### src/rtl/key_count_pkg.sv
// Shared types and constants for the debounced key counter with BCD output.
// Holds the conversion FSM states, the shift-add-3 constants and a width helper.
package key_count_pkg;

    typedef enum logic [1:0] {
        IDLE,
        LOAD,
        SHIFT,
        DONE
    } conv_state_t;

    localparam logic [3:0] BCD_ADJ_THRESH = 4'd5;
    localparam logic [3:0] BCD_ADJ_ADD    = 4'd3;

`ifdef KEY_REPEAT_EN
    localparam int HOLD_CYCLES   = 20;
    localparam int REPEAT_CYCLES = 8;
`endif

    // Bits needed for a counter that runs 0..n-1 (never less than one bit).
    function automatic int cnt_w(input int n);
        return (n < 2) ? 1 : $clog2(n);
    endfunction

endpackage

### src/rtl/key_debounce.sv
// Single-key debouncer: 2-FF synchroniser, stability counter, press pulse.
// Ports: clk, rst (sync, active-high), key_in (raw, active-low), press (1-cycle pulse).
// With KEY_REPEAT_EN defined, a held key also emits auto-repeat pulses.
module key_debounce
    import key_count_pkg::*;
#(
    parameter int DEB_CYCLES = 5
`ifdef KEY_REPEAT_EN
    ,
    parameter bit REPEAT = 1'b1
`endif
) (
    input  logic clk,
    input  logic rst,
    input  logic key_in,
    output logic press
);

    localparam int DW = cnt_w(DEB_CYCLES);
    localparam logic [DW-1:0] DEB_LAST = DW'(DEB_CYCLES - 1);

    logic          sync_a;
    logic          sync_b;
    logic          stable;
    logic [DW-1:0] deb_cnt;
    logic          accept;
    logic          fall;
    logic          rep_fire;

    // New level accepted this cycle; only a 1->0 change is a press.
    assign accept = (sync_b != stable) && (deb_cnt == DEB_LAST);
    assign fall   = accept && stable;

    always_ff @(posedge clk) begin
        if (rst) begin
            sync_a  <= 1'b1;
            sync_b  <= 1'b1;
            stable  <= 1'b1;
            deb_cnt <= '0;
            press   <= 1'b0;
        end else begin
            sync_a <= key_in;
            sync_b <= sync_a;
            press  <= fall | rep_fire;
            if (sync_b != stable) begin
                if (accept) begin
                    stable  <= sync_b;
                    deb_cnt <= '0;
                end else begin
                    deb_cnt <= deb_cnt + 1'b1;
                end
            end else begin
                deb_cnt <= '0;
            end
        end
    end

`ifdef KEY_REPEAT_EN
    localparam int RMAX = (HOLD_CYCLES > REPEAT_CYCLES) ? HOLD_CYCLES : REPEAT_CYCLES;
    localparam int RW = cnt_w(RMAX);
    localparam logic [RW-1:0] HOLD_LAST = RW'(HOLD_CYCLES - 1);
    localparam logic [RW-1:0] REP_LAST  = RW'(REPEAT_CYCLES - 1);

    logic [RW-1:0] rep_cnt;
    logic          rep_phase;
    logic          rep_hit;

    // First interval is the hold delay, then the repeat period.
    assign rep_hit  = rep_phase ? (rep_cnt == REP_LAST) : (rep_cnt == HOLD_LAST);
    assign rep_fire = REPEAT && !stable && rep_hit;

    always_ff @(posedge clk) begin
        if (rst || stable || !REPEAT) begin
            rep_cnt   <= '0;
            rep_phase <= 1'b0;
        end else if (rep_hit) begin
            rep_cnt   <= '0;
            rep_phase <= 1'b1;
        end else begin
            rep_cnt <= rep_cnt + 1'b1;
        end
    end
`else
    assign rep_fire = 1'b0;
`endif

endmodule

### src/rtl/key_count_bcd.sv
// Debounced up/down/clear counter with a sequential shift-add-3 BCD converter.
// Ports: clk, rst (sync, active-high), key_up/key_dn/key_clr (raw, active-low),
//        count (binary), bcd (packed digits, MSD in MSBs), bcd_valid (pulse), busy.
// Optional macro KEY_REPEAT_EN adds auto-repeat on the up and down keys.
module key_count_bcd
    import key_count_pkg::*;
#(
    parameter int CNT_W      = 10,
    parameter int DIGITS     = 3,
    parameter int MAX_VAL    = 999,
    parameter int DEB_CYCLES = 5,
    parameter int WRAP       = 0
) (
    input  logic                  clk,
    input  logic                  rst,
    input  logic                  key_up,
    input  logic                  key_dn,
    input  logic                  key_clr,
    output logic [CNT_W-1:0]      count,
    output logic [DIGITS*4-1:0]   bcd,
    output logic                  bcd_valid,
    output logic                  busy
);

    localparam logic [CNT_W-1:0] MAX_C = CNT_W'(MAX_VAL);
    localparam int SW = cnt_w(CNT_W);
    localparam logic [SW-1:0] SHIFT_LAST = SW'(CNT_W - 1);

    logic f_up;
    logic f_dn;
    logic f_clr;
    logic upd;

    key_debounce #(
        .DEB_CYCLES(DEB_CYCLES)
    ) u_deb_up (
        .clk   (clk),
        .rst   (rst),
        .key_in(key_up),
        .press (f_up)
    );

    key_debounce #(
        .DEB_CYCLES(DEB_CYCLES)
    ) u_deb_dn (
        .clk   (clk),
        .rst   (rst),
        .key_in(key_dn),
        .press (f_dn)
    );

    key_debounce #(
        .DEB_CYCLES(DEB_CYCLES)
`ifdef KEY_REPEAT_EN
        ,
        .REPEAT(1'b0)
`endif
    ) u_deb_clr (
        .clk   (clk),
        .rst   (rst),
        .key_in(key_clr),
        .press (f_clr)
    );

    // Opposing up/down flags cancel and do not request a conversion.
    assign upd = f_clr | (f_up ^ f_dn);

    always_ff @(posedge clk) begin
        if (rst) begin
            count <= '0;
        end else if (f_clr) begin
            count <= '0;
        end else if (f_up && !f_dn) begin
            if (count == MAX_C)
                count <= (WRAP != 0) ? '0 : MAX_C;
            else
                count <= count + 1'b1;
        end else if (f_dn && !f_up) begin
            if (count == '0)
                count <= (WRAP != 0) ? MAX_C : '0;
            else
                count <= count - 1'b1;
        end
    end

    conv_state_t          state;
    logic                 pending;
    logic [CNT_W-1:0]     bin_sh;
    logic [DIGITS*4-1:0]  acc;
    logic [DIGITS*4-1:0]  acc_adj;
    logic [SW-1:0]        shift_idx;

    always_comb begin
        acc_adj = acc;
        for (int d = 0; d < DIGITS; d++) begin
            if (acc[d*4 +: 4] >= BCD_ADJ_THRESH)
                acc_adj[d*4 +: 4] = acc[d*4 +: 4] + BCD_ADJ_ADD;
        end
    end

    always_ff @(posedge clk) begin
        if (rst) begin
            state     <= IDLE;
            pending   <= 1'b0;
            bin_sh    <= '0;
            acc       <= '0;
            shift_idx <= '0;
            bcd       <= '0;
            bcd_valid <= 1'b0;
            busy      <= 1'b0;
        end else begin
            bcd_valid <= 1'b0;
            case (state)
                IDLE: begin
                    // The count register takes the update on this same edge.
                    if (upd || pending)
                        state <= LOAD;
                end
                LOAD: begin
                    bin_sh    <= count;
                    acc       <= '0;
                    shift_idx <= '0;
                    busy      <= 1'b1;
                    // An update landing now is missed by the latch above.
                    pending   <= upd;
                    state     <= SHIFT;
                end
                SHIFT: begin
                    {acc, bin_sh} <= {acc_adj[DIGITS*4-2:0], bin_sh, 1'b0};
                    shift_idx     <= shift_idx + 1'b1;
                    if (upd)
                        pending <= 1'b1;
                    if (shift_idx == SHIFT_LAST)
                        state <= DONE;
                end
                DONE: begin
                    bcd       <= acc;
                    bcd_valid <= 1'b1;
                    busy      <= 1'b0;
                    if (upd)
                        pending <= 1'b1;
                    state <= IDLE;
                end
                default: state <= IDLE;
            endcase
        end
    end

endmodule

### config.mk
export PLATFORM = sky130hd
export DESIGN_NAME = key_count_bcd
export DESIGN_NICKNAME = d
export VERILOG_FILES = /design/src/rtl/key_count_pkg.sv /design/src/rtl/key_debounce.sv /design/src/rtl/key_count_bcd.sv
export SDC_FILE = /design/constraint.sdc
export NUM_CORES = 1
export LEC_CHECK = 0
export ABC_CLOCK_PERIOD_IN_PS = 2400
export CORE_UTILIZATION = 38
export CTS_CLUSTER_SIZE = 14
export DETAILED_ROUTE_END_ITERATION = 8
export DONT_BUFFER_PORTS = 1
export SLEW_MARGIN = 10
export SYNTH_ARGS = -nofsm -noshare
export SYNTH_HDL_FRONTEND = slang
export SYNTH_SLANG_ARGS = --single-unit
### constraint.sdc
create_clock -name clk -period 2.4 [get_ports clk]
set_clock_uncertainty 0.15 [all_clocks]
set_input_delay 0.36 -clock clk [delete_from_list [all_inputs] [get_ports clk]]
set_output_delay 0.36 -clock clk [all_outputs]
set_load 0.05 [all_outputs]
==> metrics.yaml <==
nFillCells: 936
netlist.area_leader.share_pct: 40.30
final_nets: 441
io-pin-count: 29
async_flop_share_pct: 0
final_hold_viol_count: 0
status: "finished, final reports clean"
yosysMostFrequentCell: "dfxtp_1"
startpoint_type: "register"
endpoint_kind: "register"
finalCriticalPeriod_ps: 2267
min_from: "rst"
clock_path_buffers: 2
rows: 35
antenna_cells: 0
wl_per_cell_um: 13.33
dr_total_vias: 2860
syn_area_sq_mm: 0.003676
clkLatencyLatePin_ps: 360
globalplace.congestion: 0.9765
dieArea_sq_mm: 0.01007
grt_pass1_wl_um: 12430
worstMarginPinSlew_ps: 518.7
grt_max_degree: 59
htree_levels: 3
p_leak_nw: 1.512
arrival_ps: 2380
antenna_found_initial: 0
fp.dieW_um: 100.4
drtPass1Iterations: 4
fin_setup_tns_ps: 0
r2r-start: "count[1]$_SDFFE_PP0P_"
peakVddDrop_mv: 0.3040
setup_viol_count_final: 0
grtUsageTotal_pct: 15.55
dp_hpwl_um: 4850
crit_type: "register to register"
rsz0062_at_grt: "no"
slew_viol_final: 0
drtIter0Drc: 101
layout-drive-gt1-share_pct: 11.96
synth_warnings: 0
port_buffers: 0
yosysTopAreaCell: "dfxtp_1"
top_layer_used: "met4"
syn_inst: 410
hold_class: "input port to register"
startpoint: "count[1]$_SDFFE_PP0P_"
ant_nets: 0
synth_nets: 437
dp_slack_ps: 171.9
clk_pin_slew_worst_paths_ps: 80
wl_met2_um: 3259
worstPathRequired_ps: 2510
synthFlopType: "dfxtp_1"
root_buffer: "clkbuf_8"
synthToLayoutAreaGrowth_pct: 10.48
start_util_pct: 39.60
worst_slack_ps: 132.9
cts_buffers: 9
seq_area_frac_synth_pct: 40.30
crit_fanout: 9
synth-seq-cells: 74
wl_met3_um: 352
core-area_sq_mm: 0.009284
vias_per_cell: 5.229
synth_cell_types: 57
ys_top_cells_by_area: "dfxtp_1 40%, ha_1 7.5%, mux2i_1 7.4%, nor2_1 5.9%, a21oi_1 3.0%"
fmax_mhz: 441.1
drc: 0
synth_edf_count: 0
power_density_mw_per_mm2: 772.9
overflow: 0
drt-met1-wl_um: 3527
synth_area_per_cell_sq_um: 8.966
wl_um: 7290
relSlewSlack_pct: 65.37
cts.sinks: 74
fp.dieH_um: 100.4
tritoncts: "built"
grt_pass1_vias: 2685
fin_crit_sh_pct: 94.46
drv_cap: 0
synth_commonest_cells: "74 x dfxtp_1, 58 x nor2_1, 27 x mux2i_1, 25 x inv_1"
-- per-layer routing --
layer | vias up | GRT usage (%)
met5 | - | 0
met4 | 0 | 7.581
met3 | 14 | 3.900
met2 | 55 | 24.55
met1 | 1346 | 19.81
li1 | 1445 | -
-- power breakdown --
part / total, mW / leakage [nW] / internal [mW] / switching [mW]
registers: 1.43 / 0.600 / 1.34 / 0.0919
logic: 0.640 / 0.810 / 0.247 / 0.393
clock network: 1.07 / 0.102 / 0.583 / 0.488
total: 3.14 / 1.51 / 2.17 / 0.972
-- cell usage in the layout (no fill, tap or decap), drive strengths merged, types with 4 or more instances in the layout --
| cell | netlist | layout |
|---|---|---|
| inv | 25 | 25 |
| o31ai | 5 | 5 |
| dfxtp | 74 | 74 |
| nor4b | 5 | 5 |
| and3 | 13 | 13 |
| or2 | 7 | 7 |
| a211oi | 9 | 9 |
| nand2 | 16 | 16 |
| a32oi | 4 | 4 |
| nor3 | 13 | 13 |
| mux2i | 27 | 27 |
| buf | 7 | 18 |
| o21ai | 9 | 9 |
| a21oi | 22 | 22 |
| nand2b | 6 | 6 |
| a22oi | 4 | 4 |
| nand3 | 10 | 10 |
| nor4 | 4 | 4 |
| clkbuf | 20 | 9 |
| nor2 | 58 | 58 |
| ha | 22 | 22 |
| xnor2 | 7 | 7 |
-- worst paths after layout --
check / slack, ps / cells past startpoint / end
setup / recovery: 130 / 7 / count[5]$_SDFFE_PP0P_
hold / removal: 70 / 2 / u_deb_up.deb_cnt[0]$_SDFF_PP0_
setup reg to reg: 130 / 7 / count[5]$_SDFFE_PP0P_
hold reg to reg: 270 / 1 / u_deb_dn.sync_b$_SDFF_PP1_
-- cell type report --
cell class | instances | area, sq um | area share, %
multi-input combinational | 283 | 1922 | 47.32
sequential | 74 | 1483 | 36.51
timing repair buffer | 21 | 185.2 | 4.559
tap | 129 | 161.4 | 3.974
clock buffer | 9 | 123.9 | 3.050
inverter | 25 | 93.84 | 2.311
clock inverter | 6 | 92.59 | 2.280
-- sequential cells by signal, indices dropped and copies added (netlist names), 2 cells and up --
name and cells:
u_deb_up.deb_cnt 3, u_deb_clr.deb_cnt 3, u_deb_dn.deb_cnt 3, bcd 12
bin_sh 10, count 10, shift_idx 4, state 2
acc 12
-- metrics by stage --
| stage | hold WS, ps | utilization, % | cell area [sq um] | std cells | power, mW |
|---|---|---|---|---|---|
| 2_1_floorplan | 239.5 | - | 3677 | 410 | 1.936 |
| 3_3_place_gp | 244.8 | 40.80 | 3787 | 528 | 2.058 |
| 3_5_place_dp | 246.5 | 40.80 | 3787 | 528 | 2.072 |
| 4_1_cts | 54.01 | 43.75 | 4061 | 547 | 3.171 |
| 5_1_grt | 70.32 | 43.75 | 4061 | 547 | 3.323 |
| 6_report | 69.05 | 43.75 | 4061 | 547 | 3.139 |
-- logic make-up (layout without fill, tap and decap cells) --
kind of cell | after synthesis | in the layout | share of synthesized area (%)
compound gates | 76 | 76 | 14.09
fa+ha+maj | 22 | 22 | 7.488
mux | 30 | 30 | 8.271
xor+xnor | 10 | 10 | 2.383
flops | 74 | 74 | 40.30
simple gates | 145 | 145 | 20.05
buf+inv | 53 | 61 | 7.420
-- timing repair --
| item | CTS | global route |
|---|---|---|
| endpoints found under the hold margin | 58 | 0 |
| setup buffers | 0 | 0 |
| gates resized for setup | 0 | 0 |
| hold buffers | 4 | 0 |
| setup endpoints to repair | 0 | 0 |
-- critical path: stages (launching register included) --
cell and delay [ps]:
dfxtp_1 410, inv_1 150, ha_1 250, nor4b_2 350, and3_2 310, nor2_1 90
a311o_1 320, and3_1 160
No activity file was read; power rests on OpenSTA's default activity.
==> RTL change (config.mk and constraints unchanged) <==
Set the parameter `MAX_VAL` to 499 (it was 999).
--- a/src/rtl/key_count_bcd.sv
+++ b/src/rtl/key_count_bcd.sv
@@ -7,7 +7,7 @@
 #(
     parameter int CNT_W      = 10,
     parameter int DIGITS     = 3,
-    parameter int MAX_VAL    = 999,
+    parameter int MAX_VAL    = 499,
     parameter int DEB_CYCLES = 5,
     parameter int WRAP       = 0
 ) (
Check against the original RTL: same outputs for any inputs over 10 cycles, from zero or initial values and one cycle with rst high; that may be too few to reach the edited logic, so the function may still have changed.
==> RTL change against the unedited design <==
Area after synthesis is 1.8% lower. Non-clock buffer count is 3 higher. Total power is 6.4% higher. Wire length is 2.2% higher. Cell count is 1.1% higher. Sequential cell count stayed put. Final area is 1.3% higher. Worst setup slack better by 56 ps. Synthesized cell count stayed put. Count of clock-buffer cells in the layout is 1 higher. Largest cell class unchanged.
==> RTL change: results (changes against the unedited design) <==
* DPL Wire Length at 5014 µm (was 4850 µm)
* Synth area leaders: dfxtp_1 41%, ha_1 7.6%, mux2i_1 7.5% (was dfxtp_1 40%, ha_1 7.5%, mux2i_1 7.4%)
* GRT Total Usage at 16.36% (was 15.55%)
* HP Class: primary input to flip-flop (unchanged)
* Async set-or-reset flop fraction in the synthesized netlist at 0% (unchanged)
* Via count at 2,863 (was 2,860)
* Crit-path slowest cell: or4b_4 (was dfxtp_1)
* Antenna violations before repair at 0 (unchanged)
* Drt first-iter violations at 139 (was 101)
* Mapped Nets at 437 (unchanged)
* Root Buffer: clkbuf_8 (unchanged)
* WL/cell at 13.47 µm (was 13.33 µm)
* Family with the most delay on the worst path: simple AND/OR/NAND/NOR gates (unchanged)
* Mux cell area share after synthesis at 8.111% (was 8.271%)
* Placed Cells at 533 (was 528)
* Adder-cell share of the synthesized area at 7.626% (was 7.488%)
* Clk_lat worst skew at 350 ps
* Internal at 2.385 mW (was 2.167 mW)
* Hold-fix buffers, CTS at 4 (unchanged)
* Layout fillers at 924 (was 936)
* Post-Synth XOR/XNOR Area at 2.426% (was 2.383%)
* Worst stage delay on the critical path at 530 ps (was 410 ps)
* RePlAce Congestion at 0.8728 (was 0.9765)
* Outcome: completed (unchanged)
* Pre-CTS setup slack at 200.3 ps (was 171.9 ps)
* Peak VDD IR at 451.1 µV (was 304.0 µV)
* Total Nets Final at 446 (was 441)
* Vias in the first global route at 2,733 (was 2,685)
* Share of cells above drive strength 1 at 11.79% (was 11.96%)
* Commonest cells in the netlist: 74 x dfxtp_1, 58 x nor2_1, 27 x inv_1, 27 x mux2i_1, 22 x ha_1 (was 74 x dfxtp_1, 58 x nor2_1, 27 x mux2i_1)
* Post-CTS setup buffer count at 0 (unchanged)
* Mapped Cells at 410 (unchanged)
* CTS-repair resized insts at 0 (unchanged)
* DP Area at 3799 µm² (was 3787 µm²)
* Yosys cell types at 47 (was 57)
* Leakage power at 1.518 nW (was 1.512 nW)
* Slew @ Worst Pin at 532.6 ps (was 518.7 ps)
* DR pass1 iterations at 4 (unchanged)
* Crit-path max FO at 5 (was 9)
* Sequential-to-total area share from yosys stat at 41.04% (was 40.30%)
* First-pass GRT wire length at 12,830 µm (was 12,430 µm)
* Final Non-Filler Cells at 553 (was 547)
* Synth Area in Compound Gates at 13.66% (was 14.09%)
## RTL change: cell count changes in the layout (fill, tap and decap cells not counted), sizes merged, moves of 3 or more
cell,unedited run,this run
inv,25,28
a221oi,2,6
o211ai,3,0
and3,13,10
a211oi,9,12
nand2,16,20
nor3,13,16
a21oi,22,17
buf,18,21
## RTL change: worst paths after layout
kind	startpoint	end	slack, ps	cells after the start
max	count[0]	count[2]	190	7
min	rst	u_deb_clr.deb_cnt[0]	90	2
max reg2reg	count[0]	count[2]	190	7
min reg2reg	u_deb_dn.sync_a	u_deb_dn.sync_b	270	1
## RTL change: layer usage
layer	vias to the layer above	global-route usage [%]	wire, µm
met4	0	7.240	136
met2	51	26.39	3355
met3	13	4.427	347
met1	1348	20.50	3610
met5	-	0	0
li1	1451	-	-
## RTL change: power by group through the flow
| stage | Combinational [mW] | Sequential [mW] | Clock, mW |
|---|---|---|---|
| after floorplan | 0.495 | 1.44 | 0 |
| after global placement | 0.607 | 1.45 | 0 |
| after detailed placement | 0.619 | 1.46 | 0 |
| after CTS | 0.643 | 1.43 | 1.31 |
| after global routing | 0.731 | 1.45 | 1.36 |
| final | 0.637 | 1.43 | 1.28 |
## RTL change: cell families (layout without fill, tap and decap cells)
kind of cell             Yosys count  count (layout)
AND/OR/NAND/NOR                  151             151
flip-flops                        74              74
AO/OA/AOI/OAI                     71              71
buffers and inverters             53              67
multiplexers                      29              29
adder cells (fa/ha/maj)           22              22
XOR/XNOR                          10              10
## RTL change: final cells by class
type | count | area, µm² | share of cell area [%]
clock buffer | 10 | 127.6 | 3.102
sequential | 74 | 1483 | 36.04
inverter | 27 | 101.3 | 2.463
multi-input combinational | 283 | 1903 | 46.26
timing repair buffer | 24 | 200.2 | 4.866
clock inverter | 6 | 137.6 | 3.345
tap | 129 | 161.4 | 3.923
